`config.mk`:
```
export PLATFORM = sky130hd
export DESIGN_NAME = id_ex_pipeline_reg
export DESIGN_NICKNAME = d
export VERILOG_FILES = /design/src/rtl/id_ex_pipeline_reg.sv
export SDC_FILE = /design/constraint.sdc
export NUM_CORES = 1
export LEC_CHECK = 0
export CORE_MARGIN = 5
export CORE_UTILIZATION = 27
export CTS_BUF_LIST = sky130_fd_sc_hd__clkbuf_4 sky130_fd_sc_hd__clkbuf_8
export DETAILED_ROUTE_END_ITERATION = 8
export GPL_ROUTABILITY_DRIVEN = 0
export PLACE_DENSITY = 0.57
export SLEW_MARGIN = 20
export SYNTH_ARGS = -nofsm -noshare
export SYNTH_HDL_FRONTEND = slang
export SYNTH_SLANG_ARGS = --single-unit
```
`constraint.sdc`:
```
create_clock -name Clk -period 1.86 [get_ports Clk]
set_input_delay 0.465 -clock Clk [delete_from_list [all_inputs] [get_ports Clk]]
set_output_delay 0.465 -clock Clk [all_outputs]
set_load 0.005 [all_outputs]
```
`src/rtl/id_ex_pipeline_reg.sv`:
```
// ID->EX boundary register: 2-entry skid buffer with valid/ready on both sides.
// Optional perf counters (stall_cnt, flush_cnt) enabled by IDEX_PERF_CNT_EN.
module id_ex_pipeline_reg #(
  parameter int DATA_W = 32,
  parameter int CTRL_W = 12
) (
  input  logic              Clk,
  input  logic              Rst,
  input  logic              flush,
  input  logic              id_valid,
  output logic              id_ready,
  input  logic [DATA_W-1:0] id_pc4,
  input  logic [DATA_W-1:0] id_rs_data,
  input  logic [DATA_W-1:0] id_rt_data,
  input  logic [DATA_W-1:0] id_imm32,
  input  logic [DATA_W-1:0] id_shamt32,
  input  logic [4:0]        id_rt,
  input  logic [4:0]        id_rd,
  input  logic [CTRL_W-1:0] id_ctrl,
  output logic              ex_valid,
  input  logic              ex_ready,
  output logic [DATA_W-1:0] ex_pc4,
  output logic [DATA_W-1:0] ex_rs_data,
  output logic [DATA_W-1:0] ex_rt_data,
  output logic [DATA_W-1:0] ex_imm32,
  output logic [DATA_W-1:0] ex_shamt32,
  output logic [4:0]        ex_rt,
  output logic [4:0]        ex_rd,
  output logic [CTRL_W-1:0] ex_ctrl
`ifdef IDEX_PERF_CNT_EN
  ,
  output logic [15:0]       stall_cnt,
  output logic [15:0]       flush_cnt
`endif
);

  typedef struct packed {
    logic [DATA_W-1:0] pc4;
    logic [DATA_W-1:0] rs_data;
    logic [DATA_W-1:0] rt_data;
    logic [DATA_W-1:0] imm32;
    logic [DATA_W-1:0] shamt32;
    logic [4:0]        rt;
    logic [4:0]        rd;
    logic [CTRL_W-1:0] ctrl;
  } id_ex_t;

  typedef enum logic [1:0] {
    EMPTY,
    ONE,
    TWO
  } state_t;

  state_t state, state_n;
  id_ex_t head, skid, din;
  logic   push, pop;
  logic   ld_in, ld_skid, mv_skid;

  assign din = '{
    pc4:     id_pc4,
    rs_data: id_rs_data,
    rt_data: id_rt_data,
    imm32:   id_imm32,
    shamt32: id_shamt32,
    rt:      id_rt,
    rd:      id_rd,
    ctrl:    id_ctrl
  };

  assign ex_valid = (state != EMPTY);
  assign push     = id_valid & id_ready;
  assign pop      = ex_valid & ex_ready;

  always_comb begin
    state_n = state;
    ld_in   = 1'b0;
    ld_skid = 1'b0;
    mv_skid = 1'b0;
    unique case (state)
      EMPTY: begin
        if (push) begin
          state_n = ONE;
          ld_in   = 1'b1;
        end
      end
      ONE: begin
        unique case ({push, pop})
          2'b10: begin
            state_n = TWO;
            ld_skid = 1'b1;
          end
          2'b01: state_n = EMPTY;
          2'b11: ld_in = 1'b1;
          default: ;
        endcase
      end
      TWO: begin
        if (pop) begin
          state_n = ONE;
          mv_skid = 1'b1;
        end
      end
      default: state_n = EMPTY;
    endcase
    // flush squashes everything; head payload is left as-is
    if (flush) begin
      state_n = EMPTY;
      ld_in   = 1'b0;
      ld_skid = 1'b0;
      mv_skid = 1'b0;
    end
  end

  always_ff @(posedge Clk or negedge Rst) begin
    if (!Rst) begin
      state    <= EMPTY;
      id_ready <= 1'b1;
      head     <= '0;
      skid     <= '0;
    end else begin
      state    <= state_n;
      id_ready <= (state_n != TWO);
      if (ld_in)
        head <= din;
      else if (mv_skid)
        head <= skid;
      if (ld_skid)
        skid <= din;
    end
  end

  assign ex_pc4     = head.pc4;
  assign ex_rs_data = head.rs_data;
  assign ex_rt_data = head.rt_data;
  assign ex_imm32   = head.imm32;
  assign ex_shamt32 = head.shamt32;
  assign ex_rt      = head.rt;
  assign ex_rd      = head.rd;
  assign ex_ctrl    = ex_valid ? head.ctrl : '0;

`ifdef IDEX_PERF_CNT_EN
  always_ff @(posedge Clk or negedge Rst) begin
    if (!Rst) begin
      stall_cnt <= '0;
      flush_cnt <= '0;
    end else begin
      if (id_valid && !id_ready && stall_cnt != 16'hFFFF)
        stall_cnt <= stall_cnt + 16'd1;
      if (flush && state != EMPTY && flush_cnt != 16'hFFFF)
        flush_cnt <= flush_cnt + 16'd1;
    end
  end
`endif

endmodule

```
==> run_summary.xml <==
<?xml version="1.0" encoding="UTF-8"?>
<metrics>
  <group name="drt">
    <metric name="drt-initial-drc-count" unit="">468</metric>
    <metric name="drcViolationCount" unit="">0</metric>
    <metric name="routed_wire_length_per_instance" unit="microns">19.7</metric>
    <metric name="via_per_inst" unit="">4.60</metric>
    <metric name="wirelength" unit="microns">51000</metric>
    <metric name="antenna_left" unit="">0</metric>
    <metric name="drtPass1Iterations" unit="">5</metric>
    <metric name="via_count" unit="">11900</metric>
  </group>
  <group name="synth">
    <metric name="synth_seq_area_share" unit="">0.552</metric>
    <metric name="synth_top_area_frac" unit="">0.550</metric>
    <metric name="yosysWarningCount" unit="">0</metric>
    <metric name="synth.distinct_cells" unit="">26</metric>
    <metric name="post_synth.cell_area_avg" unit="sq um">11.9</metric>
    <metric name="synth.largest_area_cell" unit="">sky130_fd_sc_hd__dfrtp_1</metric>
    <metric name="synth_cells" unit="">1398</metric>
    <metric name="synth_nets" unit="">1585</metric>
    <metric name="synthesis.area" unit="sq um">16600</metric>
    <metric name="ys_ff_latch" unit="">367</metric>
    <metric name="synthTopCellsByArea" unit="">sky130_fd_sc_hd__dfrtp_1, sky130_fd_sc_hd__mux2_4, sky130_fd_sc_hd__buf_4, sky130_fd_sc_hd__o22ai_1, sky130_fd_sc_hd__o21ai_0</metric>
  </group>
  <group name="sta">
    <metric name="rsz0062_at_grt" unit="">yes</metric>
    <metric name="tns" unit="ps">-36710</metric>
    <metric name="setup_viol_count_final" unit="">369</metric>
    <metric name="fmaxAchievable" unit="MHz">484</metric>
    <metric name="timing_max_transition_violations_final" unit="">0</metric>
    <metric name="timing.clock.skew" unit="ps">21.8</metric>
    <metric name="worst-slew-pin-transition" unit="ps">389</metric>
    <metric name="worst_slew_margin_relative_to_its_limit" unit="">0.740</metric>
    <metric name="holdWs" unit="ps">318</metric>
    <metric name="finalCritPeriodShare" unit="">1.11</metric>
    <metric name="post-route-min-period" unit="ps">2070</metric>
    <metric name="report.final.hold_viol_count" unit="">0</metric>
    <metric name="fin_ws" unit="ps">-208</metric>
  </group>
  <group name="final_layout">
    <metric name="finalNetCount" unit="">1944</metric>
    <metric name="insertedDiodeCount" unit="">0</metric>
    <metric name="areaGrowthSynthToFinish" unit="%">48.2</metric>
    <metric name="fillers" unit="">5730</metric>
    <metric name="fin_area" unit="sq um">24700</metric>
    <metric name="area.sequential" unit="sq um">9190</metric>
    <metric name="most_common_cell_after_layout_fill_and_taps_aside" unit="">sky130_fd_sc_hd__dfrtp_1</metric>
    <metric name="multiInputGateArea" unit="sq um">6650</metric>
    <metric name="layout.cells.most_common_list" unit="">sky130_fd_sc_hd__dfrtp_1, sky130_fd_sc_hd__clkdlybuf4s50_1, sky130_fd_sc_hd__nand2_1, sky130_fd_sc_hd__mux2_4, sky130_fd_sc_hd__o21ai_1</metric>
    <metric name="drive_above_1_share" unit="">0.361</metric>
  </group>
  <group name="grt">
    <metric name="globalRoute.totalOverflow" unit="">0</metric>
    <metric name="grt.busiest_layer" unit="">met2</metric>
    <metric name="grt_util_met1" unit="">0.169</metric>
    <metric name="initial_antenna_violation_count" unit="">5</metric>
    <metric name="maximum_number_of_pins_on_one_net_before_global_route_repair" unit="">67</metric>
    <metric name="first_global_vias" unit="">12600</metric>
    <metric name="globalRouteTotalUtil" unit="">0.130</metric>
    <metric name="grt_util_met3" unit="">0.0413</metric>
    <metric name="globalRouteMet2Util" unit="">0.212</metric>
    <metric name="grt_first_pass_wirelength" unit="microns">70700</metric>
  </group>
  <group name="critical_path">
    <metric name="startpoint_type" unit="">register</metric>
    <metric name="setup.worst_path.end_class" unit="">output port</metric>
    <metric name="critPathRequiredTime" unit="ps">1390</metric>
    <metric name="crit_type" unit="">register to output port</metric>
    <metric name="reg2reg_depth" unit="">10</metric>
    <metric name="critical_path_arrival" unit="ps">1600</metric>
    <metric name="critical_path.max_fanout" unit="">8</metric>
  </group>
  <group name="die">
    <metric name="io_pins" unit="">371</metric>
    <metric name="floorplan.initialDensity" unit="">0.271</metric>
    <metric name="number_of_rows_created_at_floorplan" unit="">91</metric>
    <metric name="die_height" unit="microns">258</metric>
    <metric name="fp.coreArea" unit="sq um">61400</metric>
    <metric name="floorplan.die_area" unit="sq um">66700</metric>
    <metric name="chipWidth" unit="microns">258</metric>
  </group>
  <group name="run">
    <metric name="cap_violations" unit="">0</metric>
  </group>
  <group name="run_status">
    <metric name="failed_checks" unit="">negative setup slack</metric>
    <metric name="run_status" unit="">complete, but fails checks</metric>
  </group>
  <group name="pwr">
    <metric name="pwr_density_cell" unit="nW/um^2">1140</metric>
    <metric name="total_power" unit="mW">28.1</metric>
    <metric name="power.ir.vdd_worst" unit="uV">528</metric>
    <metric name="leakagePower" unit="nW">11.7</metric>
  </group>
  <group name="clock_network">
    <metric name="tritoncts_clock_tree" unit="">done</metric>
    <metric name="clock_sinks" unit="">367</metric>
    <metric name="worst_skew_pair.late_latency" unit="ps">630</metric>
    <metric name="cts_buffer_depth" unit="">3</metric>
    <metric name="master_cell_of_the_clock_root_buffer" unit="">sky130_fd_sc_hd__clkbuf_8</metric>
    <metric name="htree_num_levels" unit="">2</metric>
    <metric name="clk_pin_slew" unit="ps">60</metric>
    <metric name="tritoncts_buffer_count" unit="">61</metric>
  </group>
  <group name="placed_design">
    <metric name="dp_hpwl" unit="microns">31400</metric>
    <metric name="number_of_port_buffers" unit="">370</metric>
    <metric name="detailed_place.area" unit="sq um">20800</metric>
  </group>
  <group name="worst_hold_path">
    <metric name="min_path_type" unit="">primary input to async pin</metric>
  </group>
</metrics>
==> state kept, by name, summed over array words and instances, names as in the netlist <==
signal,cells
ex_imm32,32
ex_pc4,32
ex_rd,5
ex_rs_data,32
ex_rt,5
ex_rt_data,32
ex_shamt32,32
head,12
id_ready,1
skid,182
state,2
==> layer usage <==
metal | routed length [microns] | up-vias
met3 | 3270 | 81
met4 | 900 | 8
li1 | - | 5513
met1 | 22800 | 5974
met5 | 48 | -
met2 | 24100 | 358
==> worst paths after layout <==
check                                     from              to  slack [ps]
worst max-delay path                  state[1]      ex_ctrl[9]        -210
worst min-delay path                       Rst      ex_pc4[11]         320
worst max register to register        state[1]        ex_rt[3]        -180
worst min register to register  ex_shamt32[19]  ex_shamt32[19]         470
max in group asynchronous                  Rst       skid[175]         780
min in group Clk                ex_shamt32[19]  ex_shamt32[19]         470
==> cell usage after synthesis <==
library cell                number
sky130_fd_sc_hd__dfrtp_1       366
sky130_fd_sc_hd__o21ai_0       183
sky130_fd_sc_hd__nand2_1       182
sky130_fd_sc_hd__o22ai_1       182
sky130_fd_sc_hd__buf_4         170
sky130_fd_sc_hd__mux2_4        169
sky130_fd_sc_hd__clkbuf_1       51
sky130_fd_sc_hd__buf_2          32
sky130_fd_sc_hd__buf_6          18
sky130_fd_sc_hd__mux2_2         13
sky130_fd_sc_hd__nor2b_1        13
sky130_fd_sc_hd__inv_1           3
sky130_fd_sc_hd__nand2b_1        2
sky130_fd_sc_hd__nand3b_1        2
sky130_fd_sc_hd__a21oi_1         1
sky130_fd_sc_hd__a31o_2          1
sky130_fd_sc_hd__a31oi_1         1
sky130_fd_sc_hd__and3_1          1
sky130_fd_sc_hd__buf_8           1
sky130_fd_sc_hd__dfstp_2         1
sky130_fd_sc_hd__nand4b_1        1
sky130_fd_sc_hd__nand4bb_1       1
sky130_fd_sc_hd__nor2_1          1
sky130_fd_sc_hd__nor3_1          1
sky130_fd_sc_hd__o41a_1          1
sky130_fd_sc_hd__or3_1           1
==> cells by family (layout without fill, tap and decap cells) <==
family,after synthesis,in the layout,synth area share
compound gates,369,369,0.125
buf+inv,275,682,0.112
mux,182,182,0.161
flops,367,367,0.552
simple gates,205,205,0.0501
==> metrics by stage <==
stage                     setup slack [ps]  std cells   util
after floorplan                       34.1       1398      -
after global routing                  -319       2595  0.402
final                                 -208       2595  0.402
after CTS                             -325       2540  0.364
after global placement                -549       2408  0.339
after detailed placement              -591       2408  0.339
==> report_power, final <==
group          switching [mW]  internal, mW  leakage [nW]  total (mW)
Clock                    3.31          4.73         0.748        8.05
Sequential               1.65          10.3          4.60        12.0
Combinational            2.95          5.08          6.39        8.04
Total                    7.92          20.1          11.7        28.1
==> layout make-up <==
| cell class | count | share of cell area |
|---|---|---|
| clock inverter | 13 | 0.00700 |
| sequential | 367 | 0.372 |
| inverter | 3 | 0.000456 |
| clock buffer | 98 | 0.0499 |
| multi-input combinational | 756 | 0.270 |
| tap | 790 | 0.0401 |
| timing repair buffer | 568 | 0.261 |
==> critical path, stage by stage, from the launching register on <==
cell and delay, ps:
sky130_fd_sc_hd__dfrtp_1 380, sky130_fd_sc_hd__nor2_1 120, sky130_fd_sc_hd__buf_4 170, sky130_fd_sc_hd__buf_12 120, sky130_fd_sc_hd__nor2b_1 50, sky130_fd_sc_hd__buf_2 130
==> timing repair <==
item	in CTS	in global routing
endpoints found under the hold margin	106	0
cloned	4	36
setup endpoints to repair	246	355
hold buffers	1	0
resized for setup	310	389
buffers inserted	16	19
pin swaps	2	84
Note: power is estimated with default switching activity, not from simulation.
